**src/rtl/booth_divider.sv**
```systemverilog
// -----------------------------------------------------------------------------
// booth_divider
//   Sequential signed divider: a 2N-bit two's-complement dividend divided by an
//   N-bit two's-complement divisor, giving an N-bit quotient truncated toward
//   zero and an N-bit remainder that carries the dividend's sign.
//   Magnitudes are divided with a restoring shift/subtract loop, one bit per
//   cycle, and the signs are applied in a final fix-up cycle.
//
//   Latency (counted from the edge that accepts start):
//     normal result  : done rises N+2 edges later
//     early exit     : done rises 2 edges later (quotient overflow seen by the
//                      upper-half pre-check, or divide-by-zero)
//
// Ports
//   clk        in   single clock, rising edge
//   rst        in   synchronous active-high reset
//   start      in   begin a division (accepted only when idle or done)
//   data_D     in   [2N-1:0] signed dividend
//   data_V     in   [N-1:0]  signed divisor
//   quotient   out  [N-1:0]  signed quotient
//   remainder  out  [N-1:0]  signed remainder
//   ovf        out  quotient not representable in N bits
//   dz         out  divide-by-zero (only with BOOTH_DIV_ZERO_DETECT_EN)
//   done       out  result valid; held until the next accepted start or rst
//
// Configuration
//   BOOTH_DIV_ZERO_DETECT_EN  defined   : divisor 0 exits with dz=1, ovf=0
//                             undefined : dz tied 0; divisor 0 falls through
//                                         the pre-check and reports ovf=1
// -----------------------------------------------------------------------------
module booth_divider #(
  parameter int N = 4
) (
  input  logic           clk,
  input  logic           rst,
  input  logic           start,
  input  logic [2*N-1:0] data_D,
  input  logic [N-1:0]   data_V,
  output logic [N-1:0]   quotient,
  output logic [N-1:0]   remainder,
  output logic           ovf,
  output logic           dz,
  output logic           done
);

`ifdef BOOTH_DIV_ZERO_DETECT_EN
  localparam bit ZERO_DETECT = 1'b1;
`else
  localparam bit ZERO_DETECT = 1'b0;
`endif

  localparam int CW = $clog2(N + 1);
  // Largest quotient magnitudes that still fit an N-bit signed result.
  localparam logic [N-1:0] MAX_POS = {1'b0, {(N-1){1'b1}}};
  localparam logic [N-1:0] MAX_NEG = {1'b1, {(N-1){1'b0}}};

  typedef enum logic [2:0] {
    IDLE,
    LOAD,
    CALC,
    FIX,
    DONE
  } state_t;

  state_t state, state_next;

  logic [2*N-1:0] d_reg;
  logic [N-1:0]   v_reg;
  logic [N-1:0]   mag_v;      // divisor magnitude (unsigned; -2^(N-1) fits)
  logic [N-1:0]   part_rem;   // partial remainder, always < mag_v in CALC
  logic [N-1:0]   part_quo;   // low dividend bits shifting out, quotient in
  logic [CW-1:0]  cnt;
  logic           sign_q;
  logic           sign_r;
  logic           dz_q;

  // Combinational views of the captured operands, used in LOAD.
  logic [2*N-1:0] load_mag_d;
  logic [N-1:0]   load_mag_v;
  logic           div_zero;
  logic           pre_ovf;

  assign load_mag_d = d_reg[2*N-1] ? -d_reg : d_reg;
  assign load_mag_v = v_reg[N-1]   ? -v_reg : v_reg;
  assign div_zero   = ZERO_DETECT && (v_reg == '0);
  // A quotient of N bits exists only if the upper half is below the divisor;
  // a zero divisor always trips this check.
  assign pre_ovf    = (load_mag_d[2*N-1:N] >= load_mag_v);

  // One restoring step: shift in the next dividend bit, subtract if it fits.
  logic [N:0]   shifted;
  logic [N:0]   diff;
  logic         fits;
  assign shifted = {part_rem, part_quo[N-1]};
  assign diff    = shifted - {1'b0, mag_v};
  assign fits    = (shifted >= {1'b0, mag_v});

  logic fix_ovf;
  assign fix_ovf = sign_q ? (part_quo > MAX_NEG) : (part_quo > MAX_POS);

  // ---------------------------------------------------------------------------
  // State register
  // ---------------------------------------------------------------------------
  // NOTE: clocked state uses non-blocking (<=) so every register samples the
  // pre-edge values; blocking here would create order-dependent races.
  always_ff @(posedge clk) begin
    if (rst) state <= IDLE;
    else     state <= state_next;
  end

  // ---------------------------------------------------------------------------
  // Next-state logic
  // ---------------------------------------------------------------------------
  // NOTE: state_next gets its default before the case so every path assigns
  // it; a missing branch would otherwise infer a latch.
  always_comb begin
    state_next = state;
    unique case (state)
      IDLE, DONE: if (start) state_next = LOAD;
      LOAD:       state_next = (div_zero || pre_ovf) ? DONE : CALC;
      CALC:       if (cnt == CW'(1)) state_next = FIX;
      FIX:        state_next = DONE;
      default:    state_next = IDLE;
    endcase
  end

  // ---------------------------------------------------------------------------
  // Datapath and result registers
  // ---------------------------------------------------------------------------
  always_ff @(posedge clk) begin
    if (rst) begin
      d_reg     <= '0;
      v_reg     <= '0;
      mag_v     <= '0;
      part_rem  <= '0;
      part_quo  <= '0;
      cnt       <= '0;
      sign_q    <= 1'b0;
      sign_r    <= 1'b0;
      quotient  <= '0;
      remainder <= '0;
      ovf       <= 1'b0;
      dz_q      <= 1'b0;
      done      <= 1'b0;
    end else begin
      unique case (state)
        IDLE, DONE: begin
          if (start) begin
            d_reg <= data_D;
            v_reg <= data_V;
            done  <= 1'b0;
            ovf   <= 1'b0;
            dz_q  <= 1'b0;
          end else if (state == DONE) begin
            // Early exits land here with flags already set; raise done now.
            done <= 1'b1;
          end
        end
        LOAD: begin
          sign_q   <= d_reg[2*N-1] ^ v_reg[N-1];
          sign_r   <= d_reg[2*N-1];
          mag_v    <= load_mag_v;
          part_rem <= load_mag_d[2*N-1:N];
          part_quo <= load_mag_d[N-1:0];
          cnt      <= CW'(N);
          if (div_zero) begin
            dz_q      <= 1'b1;
            quotient  <= '0;
            remainder <= '0;
          end else if (pre_ovf) begin
            ovf       <= 1'b1;
            quotient  <= '0;
            remainder <= '0;
          end
        end
        CALC: begin
          part_rem <= fits ? diff[N-1:0] : shifted[N-1:0];
          part_quo <= {part_quo[N-2:0], fits};
          cnt      <= cnt - CW'(1);
        end
        FIX: begin
          done <= 1'b1;
          if (fix_ovf) begin
            ovf       <= 1'b1;
            quotient  <= '0;
            remainder <= '0;
          end else begin
            quotient  <= sign_q ? -part_quo : part_quo;
            // Negating a zero magnitude yields zero, so a zero remainder is
            // never encoded with the dividend's sign.
            remainder <= sign_r ? -part_rem : part_rem;
          end
        end
        default: ;
      endcase
    end
  end

  assign dz = dz_q & ZERO_DETECT;

endmodule

```
**config.mk**
```make
export PLATFORM = sky130hd
export DESIGN_NAME = booth_divider
export DESIGN_NICKNAME = d
export VERILOG_FILES = /design/src/rtl/booth_divider.sv
export SDC_FILE = /design/constraint.sdc
export NUM_CORES = 1
export LEC_CHECK = 0
export CELL_PAD_IN_SITES_DETAIL_PLACEMENT = 0
export CELL_PAD_IN_SITES_GLOBAL_PLACEMENT = 2
export CORE_UTILIZATION = 30
export DETAILED_ROUTE_END_ITERATION = 10
export PLACE_DENSITY = 0.82
export SYNTH_ARGS = -nofsm -noshare
export SYNTH_HDL_FRONTEND = slang
export SYNTH_SLANG_ARGS = --single-unit
export TNS_END_PERCENT = 10
```
**constraint.sdc**
```tcl
create_clock -name clk -period 2.23 [get_ports clk]
set_input_delay 0.223 -clock clk [delete_from_list [all_inputs] [get_ports clk]]
set_output_delay 0.223 -clock clk [all_outputs]
set_load 0.01 [all_outputs]
```
==> results.sh <==
export IMPL_cts_sinks=42
export IMPL_clock_latency_ps=300
export IMPL_fmaxAchievable_mhz=406
export IMPL_hold_violations=0
export IMPL_drt_met1_wl_mm=2.80
export IMPL_hold_class="in2reg"
export IMPL_drv_slew=0
export IMPL_skew_ps=12.3
export IMPL_synth_top_area_share_pct=36.7
export IMPL_vias=1959
export IMPL_synth_area_um2=2290
export IMPL_ir_drop_mv=0.348
export IMPL_crit_path_start_kind="flop"
export IMPL_synth_edf_count=0
export IMPL_required_ps=2460
export IMPL_ff_latch_area_um2=843
export IMPL_post_drt_wl_per_cell_um=13.3
export IMPL_synth_seq_cells=42
export IMPL_startpoint="d_reg[1]"
export IMPL_final_layout_size_suffix_gt1_share_pct=16.0
export IMPL_io_buffers=24
export IMPL_power_density_nw_per_um2=740
export IMPL_fp_row_count=31
export IMPL_endpoint_kind="flop"
export IMPL_rsz0062_at_grt="true"
export IMPL_antenna_left=0
export IMPL_multi_input_area_um2=1350
export IMPL_ys_flop_type="dfxtp_1"
export IMPL_die_y_um=89.4
export IMPL_seq_area_frac_synth_pct=36.7
export IMPL_yosys_area_top_type="dfxtp_1"
export IMPL_ys_types=50
export IMPL_core_area_um2=7330
export IMPL_maxCapViolCount=0
export IMPL_cts_buffers=5
export IMPL_htree_num_levels=2
export IMPL_post_route_period_util_pct=110
export IMPL_async_reset_ff_share_pct=0
export IMPL_dr_pass1_iters=4
export IMPL_status="finished, violations left"
export IMPL_dp_hpwl_mm=4.09
export IMPL_r2r_start="d_reg[1]"
export IMPL_yosys_warnings=0
export IMPL_grt_max_degree=21
export IMPL_ctsLongestPathBuffers=2
export IMPL_timing_final_ws_setup_ps=-231
export IMPL_die_width_um=89.4
export IMPL_grt_overflow=0
export IMPL_synth_avg_cell_area_um2=8.28
export IMPL_path_max_fanout=4
export IMPL_via_per_inst=4.69
export IMPL_initial_core_util_pct=31.3
export IMPL_setup_tns_ps=-2130
export IMPL_totalWireLength_mm=5.57
export IMPL_drc=0
export IMPL_synth_fp_nets=307
export IMPL_synthCells=277
export IMPL_fillers=755
export IMPL_final_cell_mix="44 x nand2_1, 40 x dfxtp_1, 28 x a21oi_1"
export IMPL_stdcell_count=418
export IMPL_synthToLayoutAreaGrowth_pct=28.3
export IMPL_drt_iter0_drc=88
export IMPL_cts_root_buffer="clkbuf_8"
export IMPL_synthTopCellsByArea="dfxtp_1 37%, ha_1 7.6%, nand2_1 7.2%"
export IMPL_antenna_found_initial=0
export IMPL_grt_pass1_wl_mm=9.09
export IMPL_holdCritStartpoint="data_D[0]"
export IMPL_topRoutingLayerUsed="met4"
export IMPL_crit_arrival_ps=2700
export IMPL_track_usage_pct=15.1
export IMPL_criticalPathCategory="reg2reg"
export IMPL_p_leak_nw=1.08
export IMPL_p_total_mw=2.18
export IMPL_setup_viol=11
export IMPL_whs_ps=454
export IMPL_place_gp_congestion=0.730
export IMPL_wl_met3_um=159
export IMPL_cts_tree="yes"
export IMPL_violations="negative setup slack"
export IMPL_ioPinCount=26
export IMPL_final_common_cell="nand2_1"
export IMPL_min_period_ps=2460
export IMPL_holdBufCountCts=0
export IMPL_antenna_cells=0
export IMPL_die_area_um2=7990
export IMPL_clkTransAtPathRegs_ps=90
export IMPL_dpl_cell_count=407
export IMPL_wl_met2_mm=2.54
export IMPL_grt_pass1_vias=1878
export IMPL_fin_nets=348
export IMPL_place_ws_ps=-181
export IMPL_largest_reg_flops=8
what timing repair did:
item	in CTS	in global routing
setup buffers	1	1
setup endpoints to repair	11	11
resized for setup	1	19
cloned	0	1
pin swaps	1	14
metal layers:
metal  vias up  track usage [%]
li1       1032                -
met1       890             19.6
met2        30             24.8
met3         7             3.69
met4         0             4.18
met5         -                0
cell families after synthesis:
kind of cell	count (synthesis)	share of synthesized area (%)
compound gates	79	22.1
xor+xnor	12	4.59
fa+ha+maj	15	8.52
buf+inv	32	6.44
flops	42	36.7
mux	5	2.29
other cells	1	0.164
simple gates	91	19.2
power by group:
group	leakage (nW)	switching [mW]	internal, mW
registers	0.343	0.0599	0.798
clock network	0.0683	0.291	0.449
logic	0.670	0.303	0.276
critical path, cell delays in order, from the launching register on:
cell	delay [ps]
dfxtp_2	330
inv_2	60
ha_4	130
inv_2	40
o31ai_4	210
xor2_1	230
ha_1	270
nand2b_4	140
a211o_1	310
a211oi_4	320
buf_6	160
o21ai_1	60
a21oi_1	130
synth_stat cells (all sizes together) (3+ instances only):
| cell type | n |
|---|---|
| a211oi | 5 |
| a21oi | 30 |
| a22oi | 4 |
| buf | 8 |
| clkbuf | 5 |
| dfxtp | 42 |
| ha | 14 |
| inv | 19 |
| mux2i | 3 |
| nand2 | 44 |
| nand2b | 6 |
| nor2 | 23 |
| nor3 | 4 |
| o21ai | 20 |
| o31ai | 4 |
| xnor2 | 9 |
| xor2 | 3 |
per-stage QoR:
| step | util [%] | area [µm²] |
|---|---|---|
| after floorplan | - | 2300 |
| after global placement | 37.3 | 2740 |
| after detailed placement | 37.3 | 2740 |
| after CTS | 39.3 | 2880 |
| after global routing | 40.1 | 2940 |
| final | 40.1 | 2940 |
area by class of cell:
| type | instances | share of cell area [%] |
|---|---|---|
| repair buffers | 47 | 14.3 |
| flip-flops and latches | 42 | 28.7 |
| clock inverters | 3 | 2.34 |
| clock buffers | 5 | 2.34 |
| inverters | 19 | 2.42 |
| well taps | 99 | 4.21 |
| multi-input cells | 203 | 45.7 |
path summary, 6_finish.rpt:
kind | cells past startpoint | endpoint | slack (ps)
max | 12 | quotient[3] | -230
min | 3 | d_reg[0] | 450
max reg2reg | 12 | quotient[3] | -230
min reg2reg | 2 | remainder[3] | 470
Note: power is estimated with default switching activity, not from simulation.
